$ cat config.mk
export PLATFORM = sky130hd
export DESIGN_NAME = seg_scan_ctrl
export DESIGN_NICKNAME = d
export VERILOG_FILES = /design/src/rtl/seg_scan_ctrl_pkg.sv /design/src/rtl/seg_scan_ctrl_hex_to_7seg.sv /design/src/rtl/seg_scan_ctrl.sv
export SDC_FILE = /design/constraint.sdc
export NUM_CORES = 1
export LEC_CHECK = 0
export BUFFER_PORTS_ARGS = -buffer_cell sky130_fd_sc_hd__buf_2
export CORE_ASPECT_RATIO = 1.5
export CORE_UTILIZATION = 36
export DETAILED_ROUTE_END_ITERATION = 10
export HOLD_SLACK_MARGIN = 0.03
export PLACE_DENSITY = 0.62
export SLEW_MARGIN = 10
export SYNTH_ARGS = -nofsm -noshare
export SYNTH_HDL_FRONTEND = slang
export SYNTH_SLANG_ARGS = --single-unit
$ cat constraint.sdc
create_clock -name clock_in -period 2.7 [get_ports clock_in]
set_clock_uncertainty 0.1 [all_clocks]
set_input_delay 0.405 -clock clock_in [delete_from_list [all_inputs] [get_ports clock_in]]
set_output_delay 0.405 -clock clock_in [all_outputs]
set_load 0.01 [all_outputs]
$ cat src/rtl/seg_scan_ctrl_pkg.sv
// ---------------------------------------------------------------------------
// seg_scan_ctrl_pkg : shared constants for the 7-segment scan controller. Rev 1.0
// ---------------------------------------------------------------------------
`default_nettype none

package seg_scan_ctrl_pkg;

  localparam logic [6:0] SEG_BLANK = 7'h7F;

  // Active-low {g,f,e,d,c,b,a} glyphs for 0..F
  localparam logic [6:0] SEG_FONT [16] = '{
    7'h40, 7'h79, 7'h24, 7'h30, 7'h19, 7'h12, 7'h02, 7'h78,
    7'h00, 7'h10, 7'h08, 7'h03, 7'h46, 7'h21, 7'h06, 7'h0E
  };

  typedef enum logic {
    PH_BLANK = 1'b0,
    PH_SHOW  = 1'b1
  } phase_t;

endpackage

`default_nettype wire

$ cat src/rtl/seg_scan_ctrl_hex_to_7seg.sv
// ---------------------------------------------------------------------------
// hex_to_7seg : combinational nibble to active-low segment decode. Rev 1.0
// ---------------------------------------------------------------------------
`default_nettype none

module hex_to_7seg (
  input  logic [3:0] nibble,
  output logic [6:0] seg
);
  import seg_scan_ctrl_pkg::*;

  assign seg = SEG_FONT[nibble];

endmodule

`default_nettype wire

$ cat src/rtl/seg_scan_ctrl.sv
// ---------------------------------------------------------------------------
// seg_scan_ctrl : multiplexed 7-seg scanner with frame-aligned load. Rev 1.0
// ---------------------------------------------------------------------------
`default_nettype none

module seg_scan_ctrl #(
  parameter int SCAN_DIV     = 100000,
  parameter int BLANK_CYCLES = 1000,
  parameter int NUM_DIGITS   = 4
) (
  input  logic                          clock_in,
  input  logic                          reset,
  input  logic                          load_valid,
  output logic                          load_ready,
  input  logic [4*NUM_DIGITS-1:0]       load_data,
  input  logic                          lz_blank_en,
  output logic [NUM_DIGITS-1:0]         an,
  output logic [6:0]                    seg,
  output logic                          dp,
  output logic [$clog2(NUM_DIGITS)-1:0] digit_idx,
  output logic                          frame_done
);
  import seg_scan_ctrl_pkg::*;

  localparam int IDX_W = $clog2(NUM_DIGITS);

  logic [31:0]             cnt;
  logic [4*NUM_DIGITS-1:0] active;
  logic [4*NUM_DIGITS-1:0] shadow;
  logic                    pending;

  logic                    cnt_wrap;
  logic                    frame_wrap;
  logic                    accept;
  phase_t                  phase;
  logic                    upper_zero;
  logic                    suppress;
  logic [3:0]              nibble;
  logic [6:0]              font_seg;
  logic [NUM_DIGITS-1:0]   an_nxt;
  logic [6:0]              seg_nxt;

  assign cnt_wrap   = (cnt == 32'(SCAN_DIV - 1));
  assign frame_wrap = cnt_wrap && (digit_idx == IDX_W'(NUM_DIGITS - 1));
  assign load_ready = !pending;
  assign accept     = load_valid && !pending;
  assign dp         = 1'b1;
  assign nibble     = active[{digit_idx, 2'b00} +: 4];

  hex_to_7seg u_font (
    .nibble (nibble),
    .seg    (font_seg)
  );

  // A digit is a leading zero when it and every more significant nibble are 0
  always_comb begin
    upper_zero = 1'b1;
    for (int j = 0; j < NUM_DIGITS; j++) begin
      if ((IDX_W'(j) >= digit_idx) && (active[4*j +: 4] != 4'h0)) begin
        upper_zero = 1'b0;
      end
    end
  end

  assign suppress = lz_blank_en && (digit_idx != '0) && upper_zero;

  always_comb begin
    phase   = (cnt < 32'(BLANK_CYCLES)) ? PH_BLANK : PH_SHOW;
    an_nxt  = '1;
    seg_nxt = SEG_BLANK;
    if (phase == PH_SHOW && !suppress) begin
      an_nxt[digit_idx] = 1'b0;
      seg_nxt           = font_seg;
    end
  end

  always_ff @(posedge clock_in) begin
    if (reset) begin
      cnt        <= '0;
      digit_idx  <= '0;
      active     <= '0;
      shadow     <= '0;
      pending    <= 1'b0;
      an         <= '1;
      seg        <= SEG_BLANK;
      frame_done <= 1'b0;
    end else begin
      an         <= an_nxt;
      seg        <= seg_nxt;
      frame_done <= frame_wrap;

      if (cnt_wrap) begin
        cnt       <= '0;
        digit_idx <= (digit_idx == IDX_W'(NUM_DIGITS - 1)) ? '0 : digit_idx + 1'b1;
      end else begin
        cnt <= cnt + 32'd1;
      end

      // A pending value is only ever swapped in on a frame boundary
      if (frame_wrap && pending) begin
        active  <= shadow;
        pending <= 1'b0;
      end else if (accept) begin
        shadow  <= load_data;
        pending <= 1'b1;
      end
    end
  end

endmodule

`default_nettype wire

==> metrics, run 1 <==
status=finished with violations; failing checks=design-rule violations; clk sink count=79; Hold Violations, Final=0; vias per std cell=5.099; Util after Layout=41.68%; gr usage total=15.61%; Primary FF master, synth=dfxtp_1; Port Buf Inserts=34; row count=45; fmax=427.3 MHz; Ys Warns=0; async set-reset flop share out of synthesis=0%; Pleak=0.001480 µW; vias in the first global route=2,883; Multi-input gate area=0.001938 mm²; Distinct cells, synth=44; Synth Register Bits=79; number of buffers created by CTS=9; post-layout minimum cycle time=2340 ps; Core Area=0.01008 mm²; die area=0.01070 mm²; cell depth of the worst flop-to-flop path=6; Seq/Total Area, Yosys=42.75%; data required time at the worst endpoint=2780 ps; setup TNS=0 ps; Detailed Route Iter0 Violations=149; CP startpoint=digit_idx[0]$_SDFFE_PP0N_; Mean Syn Cell Area=8.584 µm²; area leader, netlist=dfxtp_1; fillers=1,009; Fin Hold WS=205.2 ps; Critical Path Start Type=register; mapped cell area=0.003700 mm²; clk root buf=clkbuf_16; Post-DP HPWL=5470 µm; worst r2r src=digit_idx[0]$_SDFFE_PP0N_; Sequential Power Share=49.6%; Min-Delay Path Class=input port to register; Max Buffers Root-to-Sink=2; post-synth top area share=42.75%; R2R setup slack=360 ps; Psw=552.8 µW; Worst setup EP type=register; maximum vdd ir drop=0.2945 mV; Chip Width=84.78 µm; clock transition at the registers of the reported paths=60 ps; grt total ovfl=0; first-pass GRT wire length=13,500 µm; crit share post-route=86.67%; htree depth=3; most frequent cells after synthesis=dfxtp_1, nand2_1, nor2_1, xnor2_1, a21oi_1; Max transition margin=36.52%; Sw Ratio=22.94%; number of inserted diodes=0; Remaining DRCs=4; area grow syn2layout=13.53%; layout cells sized above 1=13.29%; wirelength, routed=7647 µm; Reg area=0.001582 mm²; die height=126.2 µm; Placer Congestion=0.7910; PostCTS Resize Cnt=0; starting density of the core=36.71%; DR WL/cell=13.28 µm; initial antenna violation count=0; Power Internal=1857 µW; Via Count=2,937; Clock Power Share=47.1%; CP Data Arrival Time=2420 ps; Comb power frac=3.3%; crit path max fanout=9; pwr dens=573.7 mW/mm²; Post-CTS Hold Fix Bufs=0; Total Nets Final=486; Syn Inst Count=431; Post-Place Cells=560; largest cells by area after synthesis=dfxtp_1, xnor2_1, nand2_1; Setup CP Type=register to register; RSZ-0062 raised after global routing=no; worst flop-to-flop path endpoint=seg[0]$_SDFF_PP1_; post-route ant nets=0; pin count of the biggest net entering global routing=54; CTS tree=built; max-slew violations=0; post-route insts no fill=576; Final setup viols=0; number of flops mapped to enable cells by yosys=0; syn_nets=463; max cap viols=0; worst slew pin tran=950.2 ps; cell with the most instances after synthesis=dfxtp_1; clk_lat worst skew=330 ps; end of the critical path=seg[0]$_SDFF_PP1_; Setup Buffers After CTS=0; # IOs=36; Pre-antenna DRT Iters=10
[registers in the layout, summed over array words and instances, names as in the netlist]
signal	cells
active	16
seg	7
pending	1
cnt	32
shadow	16
digit_idx	2
an	4
frame_done	1
[through the flow]
| stage | power (µW) | instance area (µm²) | setup slack [ps] |
|---|---|---|---|
| 2_1_floorplan | 1280 | 3700 | 477.6 |
| 3_3_place_gp | 1299 | 3913 | 202.2 |
| 3_5_place_dp | 1302 | 3913 | 83.06 |
| 4_1_cts | 2437 | 4194 | 37.96 |
| 5_1_grt | 2503 | 4200 | 235.0 |
| 6_report | 2410 | 4200 | 359.9 |
[layer usage]
layer  global-route usage, %  routed length (µm)  vias to the layer above
met2                   26.16                3658                       54
met1                   19.44                3633                     1346
li1                        -                   -                     1529
met3                   3.277                 248                        8
met5                       0                   0                        -
met4                   6.281                 107                        0
[worst max-delay path, stage by stage, from the launching register on]
cell,delay (ps)
dfxtp_1,540
mux4_2,650
ha_1,300
nor3_1,240
a211oi_1,80
nor3_1,190
o21ai_0,90
[power groups by stage]
stage,clock [µW],combinational [µW],sequential [µW]
detailed placement,0,80.8,1220
floorplan,0,62.1,1220
CTS,1160,81.0,1190
global placement,0,79.5,1220
global route,1210,94.5,1200
finish,1140,79.7,1190
[cell families after synthesis]
family / Yosys count / share of synthesized area [%]
AO/OA/AOI/OAI: 55 / 8.691
XOR/XNOR: 31 / 7.339
adder cells (fa/ha/maj): 12 / 4.058
buffers and inverters: 39 / 5.039
flip-flops: 79 / 42.75
multiplexers: 10 / 3.449
other: 1 / 0.1014
AND/OR/NAND/NOR: 204 / 28.58
[layout by cell type (no fill, tap or decap), drive strengths merged, types with 3 or more instances in the layout]
cell type  synthesis  routed
dfxtp             79      79
nand2             54      54
nor2              47      47
buf               11      39
xnor2             26      26
a21oi             22      22
o21ai             18      18
nand3b            17      17
nand2b            16      16
inv               12      16
nor4              15      15
nor3              14      14
ha                12      12
nand3             10      10
clkbuf            16      10
nand4              8       8
and4               6       6
mux2i              6       6
xor2               5       5
and2               5       5
and3               4       4
o221ai             4       4
o211ai             3       3
a211oi             3       3
[layout make-up]
class	instances	share of cell area (%)
repair buffers	39	4.945
clock buffers	10	5.451
well taps	117	3.485
multi-input cells	313	46.14
flip-flops and latches	79	37.65
clock inverters	6	1.251
inverters	12	1.072
[how the worst min path moves through the flow]
stage                      startpoint                       to  slack (ps)  cells after the start
floorplan           cnt[0]$_SDFF_PP0_        cnt[0]$_SDFF_PP0_         310                      1
global placement    cnt[0]$_SDFF_PP0_        cnt[0]$_SDFF_PP0_         320                      1
detailed placement  cnt[0]$_SDFF_PP0_        cnt[0]$_SDFF_PP0_         340                      1
CTS                     load_data[12]  shadow[12]$_SDFFE_PP0P_         200                      3
global route             load_data[4]   shadow[4]$_SDFFE_PP0P_         200                      3
finish                  load_data[11]  shadow[11]$_SDFFE_PP0P_         210                      3
Note: power is estimated with default switching activity, not from simulation.
==> inputs of run 2 (changes only) <==
--- a/config.mk
+++ b/config.mk
@@ -6,11 +6,14 @@
 export NUM_CORES = 1
 export LEC_CHECK = 0
 export BUFFER_PORTS_ARGS = -buffer_cell sky130_fd_sc_hd__buf_2
+export CELL_PAD_IN_SITES_DETAIL_PLACEMENT = 1
+export CELL_PAD_IN_SITES_GLOBAL_PLACEMENT = 2
 export CORE_ASPECT_RATIO = 1.5
 export CORE_UTILIZATION = 36
 export DETAILED_ROUTE_END_ITERATION = 10
+export GPL_TIMING_DRIVEN = 0
 export HOLD_SLACK_MARGIN = 0.03
-export PLACE_DENSITY = 0.62
+export PLACE_DENSITY = 0.88
 export SLEW_MARGIN = 10
 export SYNTH_ARGS = -nofsm -noshare
 export SYNTH_HDL_FRONTEND = slang
==> metrics, run 2 (synthesis gave the netlist of run 1 again) <==
status=finished with violations (unchanged); failing checks=design-rule violations (unchanged); Total Nets Final=507 (was 486); layout cells sized above 1=14.17% (was 13.29%); vias in the first global route=3,260 (was 2,883); post-layout minimum cycle time=2419 ps (was 2340 ps); setup TNS=0 ps (unchanged); gr usage total=18.61% (was 15.61%); critical path buffer and inverter count=1 (was 0); Max Buffers Root-to-Sink=2 (unchanged); first-pass GRT wire length=15,750 µm (was 13,500 µm); Reg area=0.001582 mm² (unchanged); initial antenna violation count=0 (unchanged); Max transition margin=54.26% (was 36.52%); Final setup viols=0 (unchanged); fmax=413.4 MHz (was 427.3 MHz); clk root buf=clkbuf_16 (unchanged); CP startpoint=digit_idx[0]$_SDFFE_PP0N_ (unchanged); # IOs=36 (unchanged); die height=126.2 µm (unchanged); commonest non-fill, non-tap cells in the layout=dfxtp_1, nand2_1, nor2_1 (unchanged); worst r2r src=digit_idx[0]$_SDFFE_PP0N_ (unchanged); clock transition at the registers of the reported paths=70 ps (was 60 ps); pwr dens=589.8 mW/mm² (was 573.7 mW/mm²); Setup Buffers After CTS=0 (unchanged); starting density of the core=36.71% (unchanged); top flop regs=cnt: 32 flops, active: 16 flops, shadow: 16 flops (unchanged); Hold Violations, Final=0 (unchanged); Detailed Route Iter0 Violations=82 (was 149); Port Buf Inserts=33 (was 34); clk sink count=79 (unchanged); htree depth=3 (unchanged); Post-CTS Hold Fix Bufs=0 (unchanged); max FFs per register=32 (unchanged); number of buffers created by CTS=9 (unchanged); Min-Delay Path Class=input port to register (unchanged); Placer Congestion=0.7685 (was 0.7910); number of inserted diodes=0 (unchanged); maximum vdd ir drop=0.2732 mV (was 0.2945 mV); Fin Hold WS=190.3 ps (was 205.2 ps); crit share post-route=89.60% (was 86.67%); Crit path top cell by count=nor3_1 (unchanged); max cap viols=0 (unchanged); PostCTS Resize Cnt=0 (unchanged); Post-Place Cells=581 (was 560); Comb power frac=3.6% (was 3.3%); area grow syn2layout=16.64% (was 13.53%); RSZ-0062 raised after global routing=no (unchanged); crit-path max cell delay=620 ps (was 650 ps); Tot Pwr=2545 µW (was 2410 µW); Psw=591.1 µW (was 552.8 µW); Core Area=0.01008 mm² (unchanged); row count=45 (unchanged); Power Internal=1954 µW (was 1857 µW); commonest non-fill, non-tap cell in the layout=dfxtp_1 (unchanged); Pre-antenna DRT Iters=9 (was 10); setup ws final=280.9 ps (was 359.9 ps); critical path cell sequence=buf_2 -> mux4_2 -> ha_1 -> nor3_1 -> a211oi_1 -> nor3_1 -> o21ai_0 (was mux4_2 -> ha_1 -> nor3_1 -> a211oi_1 -> nor3_1 -> o21ai_0); crit path max fanout=8 (was 9); DR WL/cell=15.26 µm (was 13.28 µm); Critical Path Start Type=register (unchanged); clk_lat worst skew=340 ps (was 330 ps); Biggest register=cnt (unchanged); Hold Startpoint=load_data[11] (unchanged); Via Count=3,076 (was 2,937); CTS tree=built (unchanged); Remaining DRCs=2 (was 4); Clock Power Share=49.4% (was 47.1%); CP Data Arrival Time=2540 ps (was 2420 ps); Multi-input gate area=0.001932 mm² (was 0.001938 mm²); die area=0.01070 mm² (unchanged); wirelength, routed=9113 µm (was 7647 µm); Chip Width=84.78 µm (unchanged); Sw Ratio=23.22% (was 22.94%); Setup CP Type=register to register (unchanged); Sequential Power Share=47.0% (was 49.6%); fillers=1,210 (was 1,009); post-route insts no fill=597 (was 576); max-slew violations=0 (unchanged); Post-DP HPWL=6785 µm (was 5470 µm); grt total ovfl=0 (unchanged); post-route ant nets=0 (unchanged); worst slew pin tran=678.9 ps (was 950.2 ps); largest delay contributor family on the critical path=multiplexers (unchanged); data required time at the worst endpoint=2820 ps (was 2780 ps); pin count of the biggest net entering global routing=16 (was 54); Pleak=0.001538 µW (was 0.001480 µW); Slowest-stage cell, CP=mux4_2 (unchanged); vias per std cell=5.152 (was 5.099); Worst setup EP type=register (unchanged); dpl ws=272.6 ps (was 83.06 ps)
==> run 2: cell count changes in the layout (fill, tap and decap cells not counted) <==
cell       before  now
clkbuf_1        1   14
buf_2          34   39
buf_4           5    2
buf_6           0    3
clkbuf_2        0    2
a311oi_1        0    1
a311oi_2        1    0
bufinv_16       0    1
clkinv_2        0    1
clkinv_4        2    1
==> run 2: path summary, 6_finish.rpt <==
path	end	slack, ps	depth (start not counted)
worst min-delay path	shadow[11]$_SDFFE_PP0P_	190	3
worst max register to register	seg[0]$_SDFF_PP1_	280	7
worst max-delay path	seg[0]$_SDFF_PP1_	280	7
worst min register to register	cnt[0]$_SDFF_PP0_	340	1
==> run 2: worst min-delay path, delay by kind of cell <==
family / cells / cell delay [ps]
buffers and inverters: 1 / 90
AOI/OAI and AO/OA: 1 / 50
and+or+nand+nor: 1 / 40
==> run 2: power by group through the flow <==
stage	Combinational (µW)	Clock [µW]	Sequential, µW
floorplan	62.1	0	1220
global placement	90.3	0	1220
detailed placement	93.5	0	1220
CTS	94.0	1300	1190
global route	105	1340	1200
finish	91.6	1260	1200
==> run 2: cell type report <==
class,count,share of cell area (%)
plain buffers,27,3.276
clock buffers,9,5.219
clock inverters,7,1.827
inverters,12,1.044
multi-input cells,313,44.77
flip-flops and latches,79,36.65
well taps,117,3.392
repair buffers,33,3.827
==> run 2: metal layers <==
metal  vias to the layer above  wire length, µm  global-route usage (%)
li1                       1563                -                       -
met3                        19              268                   3.473
met4                         0              230                   8.674
met2                        41             4619                   33.05
met1                      1453             3995                   21.38
met5                         -                0                       0
==> run 2: stage by stage <==
step	utilization (%)	cell area, µm²
after global placement	39.80	4011
after CTS	42.82	4315
after floorplan	-	3700
after detailed placement	39.80	4011
final	42.82	4315
after global routing	42.82	4315
